### src/rtl/pic_pkg.sv
`default_nettype none
// +----------------------------------------------------------------------+
// | Module      : pic_pkg                                                |
// | Description : Shared types and constants for the PIC read/write      |
// |               logic: FSM state encoding, flag bit indices and        |
// |               read-select values.                                    |
// | Revision    : 1.0 - initial release                                  |
// +----------------------------------------------------------------------+
package pic_pkg;

   // Write-sequencing FSM states
   typedef enum logic [2:0] {
      ST_IDLE      = 3'd0,
      ST_WAIT_ICW2 = 3'd1,
      ST_WAIT_ICW3 = 3'd2,
      ST_WAIT_ICW4 = 3'd3,
      ST_READY     = 3'd4
   } state_e;

   // Bit positions inside ICWS_FLAGS
   localparam int unsigned ICW1 = 0;
   localparam int unsigned ICW2 = 1;
   localparam int unsigned ICW3 = 2;
   localparam int unsigned ICW4 = 3;

   // Bit positions inside OCWS_FLAGS
   localparam int unsigned OCW1 = 0;
   localparam int unsigned OCW2 = 1;
   localparam int unsigned OCW3 = 2;

   // Read-back register select
   localparam logic SEL_IRR = 1'b0;
   localparam logic SEL_ISR = 1'b1;

endpackage : pic_pkg
`default_nettype wire

### src/rtl/pic_wr_commit.sv
`default_nettype none
// +----------------------------------------------------------------------+
// | Module      : pic_wr_commit                                          |
// | Description : Samples the CPU write strobe, chip select, A0 and the  |
// |               data bus, and flags a commit on the WR_N rising edge   |
// |               of a selected write.                                   |
// | Revision    : 1.0 - initial release                                  |
// +----------------------------------------------------------------------+
module pic_wr_commit (
   input  logic       clk,
   input  logic       rst_n,
   input  logic       i_wr_n,
   input  logic       i_cs_n,
   input  logic       i_a0,
   input  logic [7:0] i_d,
   output logic       o_commit,
   output logic       o_a0_q,
   output logic [7:0] o_d_q
);

   logic       wr_n_q, wr_n_d;
   logic       cs_n_q, cs_n_d;
   logic       a0_q,   a0_d;
   logic [7:0] d_q,    d_d;

   // Next-state of the samples: strobes every cycle, address/data only while a selected write is active
   always_comb begin
      wr_n_d = i_wr_n;
      cs_n_d = i_cs_n;
      a0_d   = a0_q;
      d_d    = d_q;
      if (!i_wr_n && !i_cs_n) begin
         a0_d = i_a0;
         d_d  = i_d;
      end
   end

   // Sample registers; reset leaves the strobes idle so no stale write can commit
   always_ff @(posedge clk) begin
      if (!rst_n) begin
         wr_n_q <= 1'b1;
         cs_n_q <= 1'b1;
         a0_q   <= 1'b0;
         d_q    <= 8'h00;
      end else begin
         wr_n_q <= wr_n_d;
         cs_n_q <= cs_n_d;
         a0_q   <= a0_d;
         d_q    <= d_d;
      end
   end

   // Commit on WR_N returning high after a selected low; CS_N at this moment is don't-care
   assign o_commit = !wr_n_q && !cs_n_q && i_wr_n;
   assign o_a0_q   = a0_q;
   assign o_d_q    = d_q;

endmodule : pic_wr_commit
`default_nettype wire

### src/rtl/read_write_logic.sv
`default_nettype none
// +----------------------------------------------------------------------+
// | Module      : read_write_logic                                       |
// | Description : CPU read/write front end of an 8259-style PIC. Decodes |
// |               committed writes into ICW/OCW pulses, sequences the    |
// |               initialisation words and muxes IRR/ISR/IMR reads.      |
// | Revision    : 1.0 - initial release                                  |
// +----------------------------------------------------------------------+
module read_write_logic
   import pic_pkg::*;
(
   input  logic       CLK,
   input  logic       RST_N,
   input  logic       CS_N,
   input  logic       WR_N,
   input  logic       RD_N,
   input  logic       A0,
   input  logic [7:0] D_IN,
   input  logic [7:0] IRR,
   input  logic [7:0] ISR,
   input  logic [7:0] IMR,
   output logic [7:0] DATA_OUT,
   output logic [3:0] ICWS_FLAGS,
   output logic [2:0] OCWS_FLAGS,
   output logic       INIT_DONE,
   output logic [7:0] D_OUT,
   output logic       D_OE
);

   logic       commit;
   logic       a0_q;
   logic [7:0] d_q;

   state_e     state_q,    state_d;
   logic [7:0] data_out_q, data_out_d;
   logic [3:0] icws_q,     icws_d;
   logic [2:0] ocws_q,     ocws_d;
   logic       sngl_q,     sngl_d;
   logic       ic4_q,      ic4_d;
   logic       read_sel_q, read_sel_d;
   logic       accept;

   pic_wr_commit u_wr_commit (
      .clk      (CLK),
      .rst_n    (RST_N),
      .i_wr_n   (WR_N),
      .i_cs_n   (CS_N),
      .i_a0     (A0),
      .i_d      (D_IN),
      .o_commit (commit),
      .o_a0_q   (a0_q),
      .o_d_q    (d_q)
   );

   // Commit decode: ICW1 restarts from any state, other words only count in their own state
   always_comb begin
      state_d    = state_q;
      data_out_d = data_out_q;
      icws_d     = 4'b0000;
      ocws_d     = 3'b000;
      sngl_d     = sngl_q;
      ic4_d      = ic4_q;
      read_sel_d = read_sel_q;
      accept     = 1'b0;

      if (commit) begin
         if (!a0_q && d_q[4]) begin
            icws_d[ICW1] = 1'b1;
            sngl_d       = d_q[1];
            ic4_d        = d_q[0];
            state_d      = ST_WAIT_ICW2;
            accept       = 1'b1;
         end else begin
            case (state_q)
               ST_WAIT_ICW2: begin
                  if (a0_q) begin
                     icws_d[ICW2] = 1'b1;
                     accept       = 1'b1;
                     if (!sngl_q)    state_d = ST_WAIT_ICW3;
                     else if (ic4_q) state_d = ST_WAIT_ICW4;
                     else            state_d = ST_READY;
                  end
               end
               ST_WAIT_ICW3: begin
                  if (a0_q) begin
                     icws_d[ICW3] = 1'b1;
                     accept       = 1'b1;
                     state_d      = ic4_q ? ST_WAIT_ICW4 : ST_READY;
                  end
               end
               ST_WAIT_ICW4: begin
                  if (a0_q) begin
                     icws_d[ICW4] = 1'b1;
                     accept       = 1'b1;
                     state_d      = ST_READY;
                  end
               end
               ST_READY: begin
                  if (a0_q) begin
                     ocws_d[OCW1] = 1'b1;
                     accept       = 1'b1;
                  end else if (d_q[4:3] == 2'b00) begin
                     ocws_d[OCW2] = 1'b1;
                     accept       = 1'b1;
                  end else if (d_q[4:3] == 2'b01) begin
                     ocws_d[OCW3] = 1'b1;
                     accept       = 1'b1;
                     if (d_q[1]) read_sel_d = d_q[0] ? SEL_ISR : SEL_IRR;
                  end
               end
               default: ;
            endcase
         end
      end

      if (accept) data_out_d = d_q;
   end

   // State, data and pulse registers
   always_ff @(posedge CLK) begin
      if (!RST_N) begin
         state_q    <= ST_IDLE;
         data_out_q <= 8'h00;
         icws_q     <= 4'b0000;
         ocws_q     <= 3'b000;
         sngl_q     <= 1'b0;
         ic4_q      <= 1'b0;
         read_sel_q <= SEL_IRR;
      end else begin
         state_q    <= state_d;
         data_out_q <= data_out_d;
         icws_q     <= icws_d;
         ocws_q     <= ocws_d;
         sngl_q     <= sngl_d;
         ic4_q      <= ic4_d;
         read_sel_q <= read_sel_d;
      end
   end

   // Read path: a concurrent write strobe suppresses the bus drive
   always_comb begin
      D_OE  = !CS_N && !RD_N && WR_N;
      D_OUT = 8'h00;
      if (D_OE) begin
         if (A0)                         D_OUT = IMR;
         else if (read_sel_q == SEL_ISR) D_OUT = ISR;
         else                            D_OUT = IRR;
      end
   end

   assign DATA_OUT   = data_out_q;
   assign ICWS_FLAGS = icws_q;
   assign OCWS_FLAGS = ocws_q;
   assign INIT_DONE  = (state_q == ST_READY);

endmodule : read_write_logic
`default_nettype wire

### config.mk
export PLATFORM = sky130hd
export DESIGN_NAME = read_write_logic
export DESIGN_NICKNAME = d
export VERILOG_FILES = /design/src/rtl/pic_pkg.sv /design/src/rtl/pic_wr_commit.sv /design/src/rtl/read_write_logic.sv
export SDC_FILE = /design/constraint.sdc
export NUM_CORES = 1
export LEC_CHECK = 0
export CAP_MARGIN = 20
export CORE_MARGIN = 1
export CORE_UTILIZATION = 38
export DETAILED_ROUTE_END_ITERATION = 8
export PLACE_DENSITY = 0.78
export SYNTH_ARGS = -nofsm -noshare
export SYNTH_HDL_FRONTEND = slang
export SYNTH_HIERARCHICAL = 1
export SYNTH_SLANG_ARGS = --single-unit
### constraint.sdc
create_clock -name CLK -period 1.5 [get_ports CLK]
set_clock_uncertainty 0.1 [all_clocks]
set_input_delay 0.225 -clock CLK [delete_from_list [all_inputs] [get_ports CLK]]
set_output_delay 0.225 -clock CLK [all_outputs]
set_load 0.02 [all_outputs]
==> qor.yml <==
status: "finished, violations left"
violations: "negative setup slack"
hold_violations: 0
wire_per_inst_um: 11.7
synth_top_area_frac: 0.437
initial_core_util: 0.397
synth_nets: 215
ys_seq_area_frac: 0.437
nFillCells: 339
tightest_slew_ns: 0.311
die_w_um: 64.1
area_growth_pct: 64.4
final_common_cell: "clkdlybuf4s50_1"
numPortBuffers: 62
drv_cap: 0
final_util: 0.653
clock-sinks: 32
viasPerCell: 4.99
drc: 0
fin_ws_ns: -0.175
arrival_ns: 1.35
fin_crit_sh: 1.12
grt.total_usage: 0.196
min_period_ns: 1.68
intPower_mw: 1.50
max-vdd-ir-drop_uv: 383
synth_seq_cells: 32
vias: 1521
rows: 22
grt_max_degree: 28
overflow: 0
power_frac_seq: 0.461
hold_slack_ns: 0.337
fmax_ghz: 0.597
power_mw: 1.90
p_per_area_mw_per_mm2: 789
p_leak_nw: 1.01
dr.pass1.iters: 4
p_clk_frac: 0.414
ys_warn_count: 6
grt_pass1_vias: 1472
synthCells: 177
synth_cell_types: 32
crit_path_end_kind: "primary output"
clk_latency_ns: 0.28
die-area_mm2: 0.00411
switching_share: 0.213
synth_area_mm2: 0.00147
maxSlewViolCount: 0
root_buffer: "clkbuf_8"
netSwitchingPower_mw: 0.405
num_antenna_cells: 0
critPathMaxFanout: 8
path_class: "flip-flop to primary output"
numCtsBuffers: 5
layout.nets: 294
crit_required_ns: 1.17
hpwl_mm: 2.56
setup-violations-final: 17
grt_pass1_wl_mm: 6.23
clk_pin_slew_ns: 0.06
ys_top_cells_by_area: "dfxtp_1 (44%), mux2i_1 (12%), nand2_1 (8.5%), nor2_1 (5.6%), o211ai_1 (4.6%)"
clock_path_buffers: 2
routed_wl_mm: 3.58
final_cell_mix: "clkdlybuf4s50_1 (35), nand2_1 (33), dfxtp_1 (30)"
drtIter0Drc: 64
slew-limit-headroom: 0.793
postSynthAreaPerCell_um2: 8.28
gp_congestion: 0.753
layout-drive-gt1-share: 0.214
htree_levels: 2
ant_nets: 0
ios: 63
core-area_mm2: 0.00369
yosys.area.top_type: "dfxtp_1"
comb_power_share: 0.124
cts_tree: "done"
critPathLaunchType: "flip-flop"
antenna_found_initial: 0
dieHeight_um: 64.1
rsz0062_at_grt: "true"
hold_path.class: "input pin to flip-flop"
## power groups by stage
stage	Combinational (mW)	Clock (mW)	Sequential (mW)
5_1_grt	0.260	0.853	0.878
3_3_place_gp	0.234	0	0.894
2_1_floorplan	0.0933	0	0.891
4_1_cts	0.232	0.811	0.875
6_report	0.237	0.788	0.877
3_5_place_dp	0.235	0	0.894
## state kept, by name, summed over array words and instances (netlist names)
| register | count |
|---|---|
| DATA_OUT | 8 |
| ICWS_FLAGS | 4 |
| OCWS_FLAGS | 3 |
| ic4_q | 1 |
| read_sel_q | 1 |
| sngl_q | 1 |
| state_q | 3 |
| u_wr_commit/cs_n_q | 1 |
| u_wr_commit/o_a0_q | 1 |
| u_wr_commit/o_d_q | 8 |
| u_wr_commit/wr_n_q | 1 |
## Yosys cell counts
cell type,instances
o211ai_1,9
nor2_1,22
o21ai_0,3
mux2i_1,18
o211a_1,1
dfxtp_1,32
a21oi_1,9
nand2_1,33
nand3_1,3
buf_2,5
or3_4,1
nand2b_1,2
and3_1,2
inv_1,1
nand3b_1,1
buf_6,2
o22ai_1,1
o21ai_1,9
o21a_1,1
clkbuf_1,6
or2_1,1
a21boi_0,1
nor3b_1,2
and2_1,1
nor3_1,1
clkinv_2,1
inv_2,1
a31o_2,1
nand4_1,1
nor2b_1,3
o31a_1,1
nor4b_1,2
## cell type report
type / instances / area (µm²) / area share
clock buffers: 6 / 72.6 / 0.0301
flip-flops and latches: 32 / 643 / 0.267
clock inverters: 2 / 35.0 / 0.0145
multi-input cells: 130 / 795 / 0.330
well taps: 48 / 60.1 / 0.0249
inverters: 3 / 16.3 / 0.00675
repair buffers: 84 / 787 / 0.327
## critical path: stages, from the launching register on
cell and delay (ns):
dfxtp_2 0.35, buf_12 0.14, mux2i_2 0.21, nor2_1 0.06, a21oi_1 0.11, nor2_1 0.05, buf_2 0.15
## per-stage QoR
stage          setup slack, ns  setup TNS (ns)  instance area, µm²  cells
2_1_floorplan          0.00315               0                1480    177
3_3_place_gp            -0.529          -11.36                2290    294
3_5_place_dp            -0.537          -11.97                2290    294
4_1_cts                 -0.204           -1.64                2360    305
5_1_grt                 -0.277           -2.70                2410    305
6_report                -0.175           -1.35                2410    305
## logic make-up (layout without fill, tap and decap cells)
kind of cell           after synthesis  in the layout  synth area share
and+or+nand+nor                     75             76             0.232
DFF                                 32             32             0.437
AOI/OAI and AO/OA                   36             36             0.151
muxes                               18             18             0.123
buffers and inverters               16             95            0.0563
## routing by layer
layer  track usage  up-vias  share of wire
li1              -      761              -
met1         0.212      679           0.41
met2         0.344       75           0.48
met3        0.0661        6          0.085
met4        0.0889        0          0.019
met5             0        -              0
## final timing paths
| check | start | cells past startpoint | slack, ns | endpoint |
|---|---|---|---|---|
| setup reg to reg | state_q[2] | 7 | -0.04 | DATA_OUT[1] |
| hold reg to reg | DATA_OUT[7] | 2 | 0.36 | DATA_OUT[7] |
| setup / recovery | read_sel_q | 6 | -0.18 | D_OUT[5] |
| hold / removal | CS_N | 3 | 0.34 | u_wr_commit/cs_n_q |
## repair_timing
| item | CTS | global route |
|---|---|---|
| gates cloned | 1 | 0 |
| gates resized for setup | 64 | 12 |
| hold buffers | 0 | 0 |
| endpoints found under the setup margin | 38 | 24 |
| pin swaps | 4 | 4 |
| setup buffers | 2 | 0 |
Note: power is estimated with default switching activity, not from simulation.
